===== config.mk =====
export PLATFORM = sky130hd
export DESIGN_NAME = fsm_seq_ctrl_flat
export DESIGN_NICKNAME = d
export VERILOG_FILES = /design/src/rtl/fsm_ctrl_pkg.sv /design/src/rtl/fsm_seq_ctrl_if.sv /design/src/rtl/sat_counter.sv /design/src/rtl/fsm_seq_ctrl.sv /design/src/flat_wrapper.sv
export SDC_FILE = /design/constraint.sdc
export NUM_CORES = 1
export LEC_CHECK = 0
export ABC_AREA = 1
export CORE_AREA = 2 2 69 71
export DETAILED_ROUTE_END_ITERATION = 16
export DIE_AREA = 0 0 71 73
export HOLD_SLACK_MARGIN = 0.08
export PLACE_DENSITY = 0.68
export REMOVE_ABC_BUFFERS = 1
export SKIP_CTS_REPAIR_TIMING = 1
export SLEW_MARGIN = 5
export SYNTH_ARGS = -nofsm -noshare
export SYNTH_HDL_FRONTEND = slang
export SYNTH_SLANG_ARGS = --single-unit

===== constraint.sdc =====
create_clock -name clk -period 3.4 [get_ports clk]
set_input_delay 0.34 -clock clk [delete_from_list [all_inputs] [get_ports clk]]
set_output_delay 0.34 -clock clk [all_outputs]
set_load 0.02 [all_outputs]

===== src/rtl/fsm_ctrl_pkg.sv =====
`default_nettype none
// +----------------------------------------------------------------------+
// | fsm_ctrl_pkg : shared states, defaults and helpers for fsm_seq_ctrl  |
// | Rev 1.0                                                              |
// +----------------------------------------------------------------------+
package fsm_ctrl_pkg;

    localparam int c_cnt_w   = 8;
    localparam int c_timeout = 16;
    localparam int c_run_w   = 16;

    typedef enum logic [2:0] {
        S_IDLE    = 3'd0,
        S_DRIVE   = 3'd1,
        S_HOLD    = 3'd2,
        S_RELEASE = 3'd3,
        S_DONE    = 3'd4,
        S_ERR     = 3'd5
    } state_t;

    // The controlled FSM sees a=1 only while we push it towards, and sit in, its final state.
    function automatic logic drives_a(input state_t s);
        return (s == S_DRIVE) || (s == S_HOLD);
    endfunction

endpackage
`default_nettype wire


===== src/rtl/fsm_seq_ctrl_if.sv =====
`default_nettype none
// +----------------------------------------------------------------------+
// | fsm_seq_ctrl_if : request/status and FSM-side signals of the ctrl    |
// | Rev 1.0                                                              |
// +----------------------------------------------------------------------+
interface fsm_seq_ctrl_if
    import fsm_ctrl_pkg::*;
#(
    parameter int CNT_W = c_cnt_w,
    parameter int RUN_W = c_run_w
);
    logic             start;
    logic [CNT_W-1:0] hold_cycles;
    logic             busy;
    logic             done;
    logic             err;
    logic [RUN_W-1:0] run_cnt;
    logic             fsm_a;
    logic             fsm_out1;
    logic             fsm_out2;

    modport master (
        output start, hold_cycles, fsm_out1, fsm_out2,
        input  busy, done, err, run_cnt, fsm_a
    );

    modport slave (
        input  start, hold_cycles, fsm_out1, fsm_out2,
        output busy, done, err, run_cnt, fsm_a
    );
endinterface
`default_nettype wire


===== src/rtl/sat_counter.sv =====
`default_nettype none
// +----------------------------------------------------------------------+
// | sat_counter : up-counter that sticks at all-ones                     |
// | Rev 1.0                                                              |
// +----------------------------------------------------------------------+
module sat_counter #(
    parameter int WIDTH = 16
) (
    input  wire logic             clk,
    input  wire logic             rst,
    input  wire logic             inc,
    output logic      [WIDTH-1:0] count
);
    logic [WIDTH-1:0] r_count;

    always_ff @(posedge clk) begin
        if (rst) begin
            r_count <= '0;
        end else if (inc && (r_count != '1)) begin
            r_count <= r_count + 1'b1;
        end
    end

    assign count = r_count;
endmodule
`default_nettype wire


===== src/rtl/fsm_seq_ctrl.sv =====
`default_nettype none
// +----------------------------------------------------------------------+
// | fsm_seq_ctrl : drives a, waits for final state, dwells, releases     |
// | Rev 1.0                                                              |
// +----------------------------------------------------------------------+
module fsm_seq_ctrl
    import fsm_ctrl_pkg::*;
#(
    parameter int CNT_W   = c_cnt_w,
    parameter int TIMEOUT = c_timeout,
    parameter int RUN_W   = c_run_w
) (
    input wire logic      clk,
    input wire logic      rst,
    fsm_seq_ctrl_if.slave bus
);
    localparam int c_tmr_w = (TIMEOUT > 2) ? $clog2(TIMEOUT) : 1;

    state_t             r_state;
    state_t             w_next;
    logic [c_tmr_w-1:0] r_timer;
    logic [CNT_W-1:0]   r_hold;
    logic               w_tmo;
    logic               w_hold_last;
    logic               w_busy;
    logic               w_done;
    logic               w_err;
    logic               w_a;
    logic [RUN_W-1:0]   w_run_cnt;

    assign w_tmo       = (r_timer == c_tmr_w'(TIMEOUT - 1));
    // A latched dwell of 0 behaves like 1: HOLD always lasts at least one cycle.
    assign w_hold_last = (r_hold <= CNT_W'(1));

    always_ff @(posedge clk) begin
        if (rst) begin
            r_state <= S_IDLE;
            r_timer <= '0;
            r_hold  <= '0;
        end else begin
            r_state <= w_next;
            if ((r_state == S_IDLE) && bus.start) begin
                r_hold <= bus.hold_cycles;
            end else if ((r_state == S_HOLD) && (r_hold != '0)) begin
                r_hold <= r_hold - 1'b1;
            end
            // One timer serves both wait phases; any state change restarts it.
            if (w_next != r_state) begin
                r_timer <= '0;
            end else if ((r_state == S_DRIVE) || (r_state == S_RELEASE)) begin
                r_timer <= r_timer + 1'b1;
            end
        end
    end

    always_comb begin
        w_next = r_state;
        w_busy = (r_state != S_IDLE);
        w_done = (r_state == S_DONE);
        w_err  = (r_state == S_ERR);
        w_a    = drives_a(r_state);
        case (r_state)
            S_IDLE: begin
                if (bus.start) w_next = S_DRIVE;
            end
            S_DRIVE: begin
                if (bus.fsm_out2)   w_next = S_HOLD;
                else if (w_tmo)     w_next = S_ERR;
            end
            S_HOLD: begin
                if (!bus.fsm_out2)  w_next = S_ERR;
                else if (w_hold_last) w_next = S_RELEASE;
            end
            S_RELEASE: begin
                if (!bus.fsm_out1 && !bus.fsm_out2) w_next = S_DONE;
                else if (w_tmo)     w_next = S_ERR;
            end
            S_DONE:  w_next = S_IDLE;
            S_ERR:   w_next = S_IDLE;
            default: w_next = S_IDLE;
        endcase
    end

    sat_counter #(
        .WIDTH (RUN_W)
    ) u_run_cnt (
        .clk   (clk),
        .rst   (rst),
        .inc   (r_state == S_DONE),
        .count (w_run_cnt)
    );

    assign bus.busy    = w_busy;
    assign bus.done    = w_done;
    assign bus.err     = w_err;
    assign bus.fsm_a   = w_a;
    assign bus.run_cnt = w_run_cnt;
endmodule
`default_nettype wire


===== src/flat_wrapper.sv =====
// flat-port wrapper written by rule: the top's interface ports become plain ports
module fsm_seq_ctrl_flat import fsm_ctrl_pkg::*;
#(
    parameter int CNT_W   = c_cnt_w,
    parameter int TIMEOUT = c_timeout,
    parameter int RUN_W   = c_run_w
)
  (clk, rst, bus_start, bus_hold_cycles, bus_fsm_out1, bus_fsm_out2, bus_busy, bus_done, bus_err, bus_run_cnt, bus_fsm_a);
  fsm_seq_ctrl_if #(.CNT_W(CNT_W), .RUN_W(RUN_W)) bus_i ();
  input wire logic clk;
  input wire logic rst;
  input wire logic [$bits(bus_i.start)-1:0] bus_start;
  input wire logic [$bits(bus_i.hold_cycles)-1:0] bus_hold_cycles;
  input wire logic [$bits(bus_i.fsm_out1)-1:0] bus_fsm_out1;
  input wire logic [$bits(bus_i.fsm_out2)-1:0] bus_fsm_out2;
  output wire logic [$bits(bus_i.busy)-1:0] bus_busy;
  output wire logic [$bits(bus_i.done)-1:0] bus_done;
  output wire logic [$bits(bus_i.err)-1:0] bus_err;
  output wire logic [$bits(bus_i.run_cnt)-1:0] bus_run_cnt;
  output wire logic [$bits(bus_i.fsm_a)-1:0] bus_fsm_a;
  assign bus_i.start = bus_start;
  assign bus_i.hold_cycles = bus_hold_cycles;
  assign bus_i.fsm_out1 = bus_fsm_out1;
  assign bus_i.fsm_out2 = bus_fsm_out2;
  assign bus_busy = bus_i.busy;
  assign bus_done = bus_i.done;
  assign bus_err = bus_i.err;
  assign bus_run_cnt = bus_i.run_cnt;
  assign bus_fsm_a = bus_i.fsm_a;
  fsm_seq_ctrl #(.CNT_W(CNT_W), .TIMEOUT(TIMEOUT), .RUN_W(RUN_W)) u_core (.clk(clk), .rst(rst), .bus(bus_i));
endmodule

==> results.ini <==
[route]
ant_nets = 0
drt-pass1-iter-count = 4
drt_iter0_drc = 99
wl_mm = 4.22
routed_via_density = 4.88
wire_per_inst_um = 10.9
num_vias = 1893
remaining_drc_errors = 0

[worst_setup_path]
critPathMaxFanout = 6
arrival_ns = 1.83
r2r_end = u_core.u_run_cnt.count[11]$_SDFFE_PP0P_
r2r-start = u_core.u_run_cnt.count[0]$_SDFFE_PP0P_
required_ns = 3.06
start_kind = flip-flop
worstSetupPathType = flip-flop to output pin
worstSetupStartpoint = u_core.r_state[0]$_SDFF_PP0_
crit_path_end = bus_fsm_a
r2r_setup_slack_ns = 1.54
rr_worst_depth = 7
cp-end-kind = output pin

[clock_network]
root_buffer = clkbuf_8
clock_latency_ns = 0.29
clkTransAtPathRegs_ns = 0.07
cts_sinks = 31
cts_tree = built
cts.path.max_buffers = 2
tritoncts.num_buffers = 5
htree_levels = 2

[sta]
slew_viol_final = 0
period_share_pct = 64.0
max_freq_mhz = 460
relSlewSlack_pct = 61.3
fin_tns_setup_ns = 0
grt_setup_unrepaired = no
post-route-min-period_ns = 2.17
hold_violations = 0
setup_viol = 0
worst_pin_slew_ns = 0.580
finClkSkew_ns = 0.00968
worst_slack_ns = 1.23

[yosys]
syn_avg_cell_area_um2 = 6.51
synth_ff_type = dfxtp_1
synth_edf_count = 0
ys_ff_latch = 31
mappedNetlistArea_um2 = 1950
synthCells = 300
synthArstFlopShare_pct = 0
yosysSeqAreaShare_pct = 31.8
synth_cell_type_count = 32
yosysWarnings = 0

[final_layout]
antenna_cells = 0
num-fill-cells = 461
stdcell_count = 388
syn_to_final_growth_pct = 24.8
fin_util_pct = 53.7
mostFrequentLayoutCells = nand2_1, nor2_1, inv_1
layout_commonest_cell = nand2_1
layout.nets = 350
final_cell_area_um2 = 2440
drive_gt1_share_pct = 9.88

[placement]
dpl_cell_area_um2 = 2300
placed_cells = 380
io_buffers = 32
routabilityCongestion = 0.829
hpwl_mm = 3.09
preCtsSetupSlack_ns = 1.52

[floorplan]
fp.dieH_um = 73
dieWidth_um = 71
io_pins = 33
core_um2 = 4540
die_area_um2 = 5180
rows = 25
initial_utilization_pct = 43.1

[power_and_ir_drop]
ir_drop_mv = 0.277
power_density_nw_per_um2 = 417
p_leak_nw = 0.977

[outcome]
outcome = finished clean

[flow_run]
cap_violations = 0

[hold_path]
hold_depth = 2
hold_path.class = flip-flop to flip-flop

[global_routing]
antenna_found_initial = 0
grt_pass1_vias = 1752
grt_max_degree = 19
grt-ovfl-total = 0
grt_usage_pct = 18.1
grt_pass1_wl_mm = 7.55

[per-layer routing]
layer	routed length, um	vias to the layer above	global-route usage [%]
li1	-	1014	-
met1	2070	833	23.8
met2	1880	39	28.3
met3	199	7	5.11
met4	71	0	7.13
met5	0	-	0
[worst min path at each step]
| stage | startpoint | slack, ns | to |
|---|---|---|---|
| floorplan | rst | 0.40 | u_core.u_run_cnt.count[11]$_SDFFE_PP0P_ |
| global placement | u_core.r_hold[1]$_SDFFE_PP0P_ | 0.50 | u_core.r_hold[1]$_SDFFE_PP0P_ |
| detailed placement | u_core.r_hold[5]$_SDFFE_PP0P_ | 0.50 | u_core.r_hold[5]$_SDFFE_PP0P_ |
| CTS | u_core.r_hold[5]$_SDFFE_PP0P_ | 0.51 | u_core.r_hold[5]$_SDFFE_PP0P_ |
| global route | u_core.r_hold[5]$_SDFFE_PP0P_ | 0.54 | u_core.r_hold[5]$_SDFFE_PP0P_ |
| finish | u_core.r_hold[5]$_SDFFE_PP0P_ | 0.51 | u_core.r_hold[5]$_SDFFE_PP0P_ |
[stage by stage]
step | total power, W | hold WS (ns)
2_1_floorplan | 0.000534 | 0.402
3_3_place_gp | 0.000589 | 0.496
3_5_place_dp | 0.000590 | 0.498
4_1_cts | 0.00103 | 0.511
5_1_grt | 0.00107 | 0.541
6_report | 0.00102 | 0.507
[synth_stat cells (2+ instances only)]
cell type,n,area [um^2]
buf_6,2,22.5
nor3_1,5,25.0
o21ai_1,4,20.0
o21ai_0,12,60.1
inv_1,37,139
buf_2,2,10.0
dfxtp_1,31,621
nand3_1,21,105
ha_1,4,50.1
nor2_1,40,150
a21oi_1,13,65.1
xnor2_1,2,17.5
a21oi_2,10,87.6
xor2_1,10,87.6
nand4_1,5,31.3
inv_2,5,18.8
nor2_4,2,22.5
nand2_1,78,293
clkbuf_1,3,11.3
nand2_2,2,12.5
[worst max-delay path: stages (launching register included)]
cell and delay, ns:
dfxtp_1 0.43, nand2_1 0.19, o21ai_0 0.27, clkdlybuf4s50_1 0.65
[flip-flops by register name (all words and copies together), names as in the netlist]
signal	flops
u_core.r_hold	8
u_core.r_timer	4
u_core.u_run_cnt.count	16
u_core.r_state	3
[logic make-up (layout without fill, tap and decap cells)]
group,after synthesis,count (layout),share of synthesized area (%)
AO/OA/AOI/OAI,43,43,13.6
adder cells (fa/ha/maj),4,4,2.56
flip-flops,31,31,31.8
buffers and inverters,49,83,10.3
AND/OR/NAND/NOR,161,161,36.4
XOR/XNOR,12,12,5.38
[cell type report]
| type | count | area [um^2] | share of cell area (%) |
|---|---|---|---|
| Multi-Input combinational cell | 220 | 1130 | 46.4 |
| Clock inverter | 2 | 60.1 | 2.46 |
| Inverter | 42 | 158 | 6.47 |
| Clock buffer | 6 | 72.6 | 2.98 |
| Sequential cell | 31 | 621 | 25.5 |
| Timing Repair Buffer | 33 | 328 | 13.4 |
| Tap cell | 54 | 67.6 | 2.77 |
[power breakdown]
part	total, W	leakage (nW)	switching [W]	internal, W
registers	0.000399	0.252	0.0000182	0.000381
clock network	0.000433	0.0654	0.000140	0.000293
logic	0.000185	0.660	0.000112	0.0000729
total	0.00102	0.977	0.000270	0.000747
No activity file was read; power rests on OpenSTA's default activity.
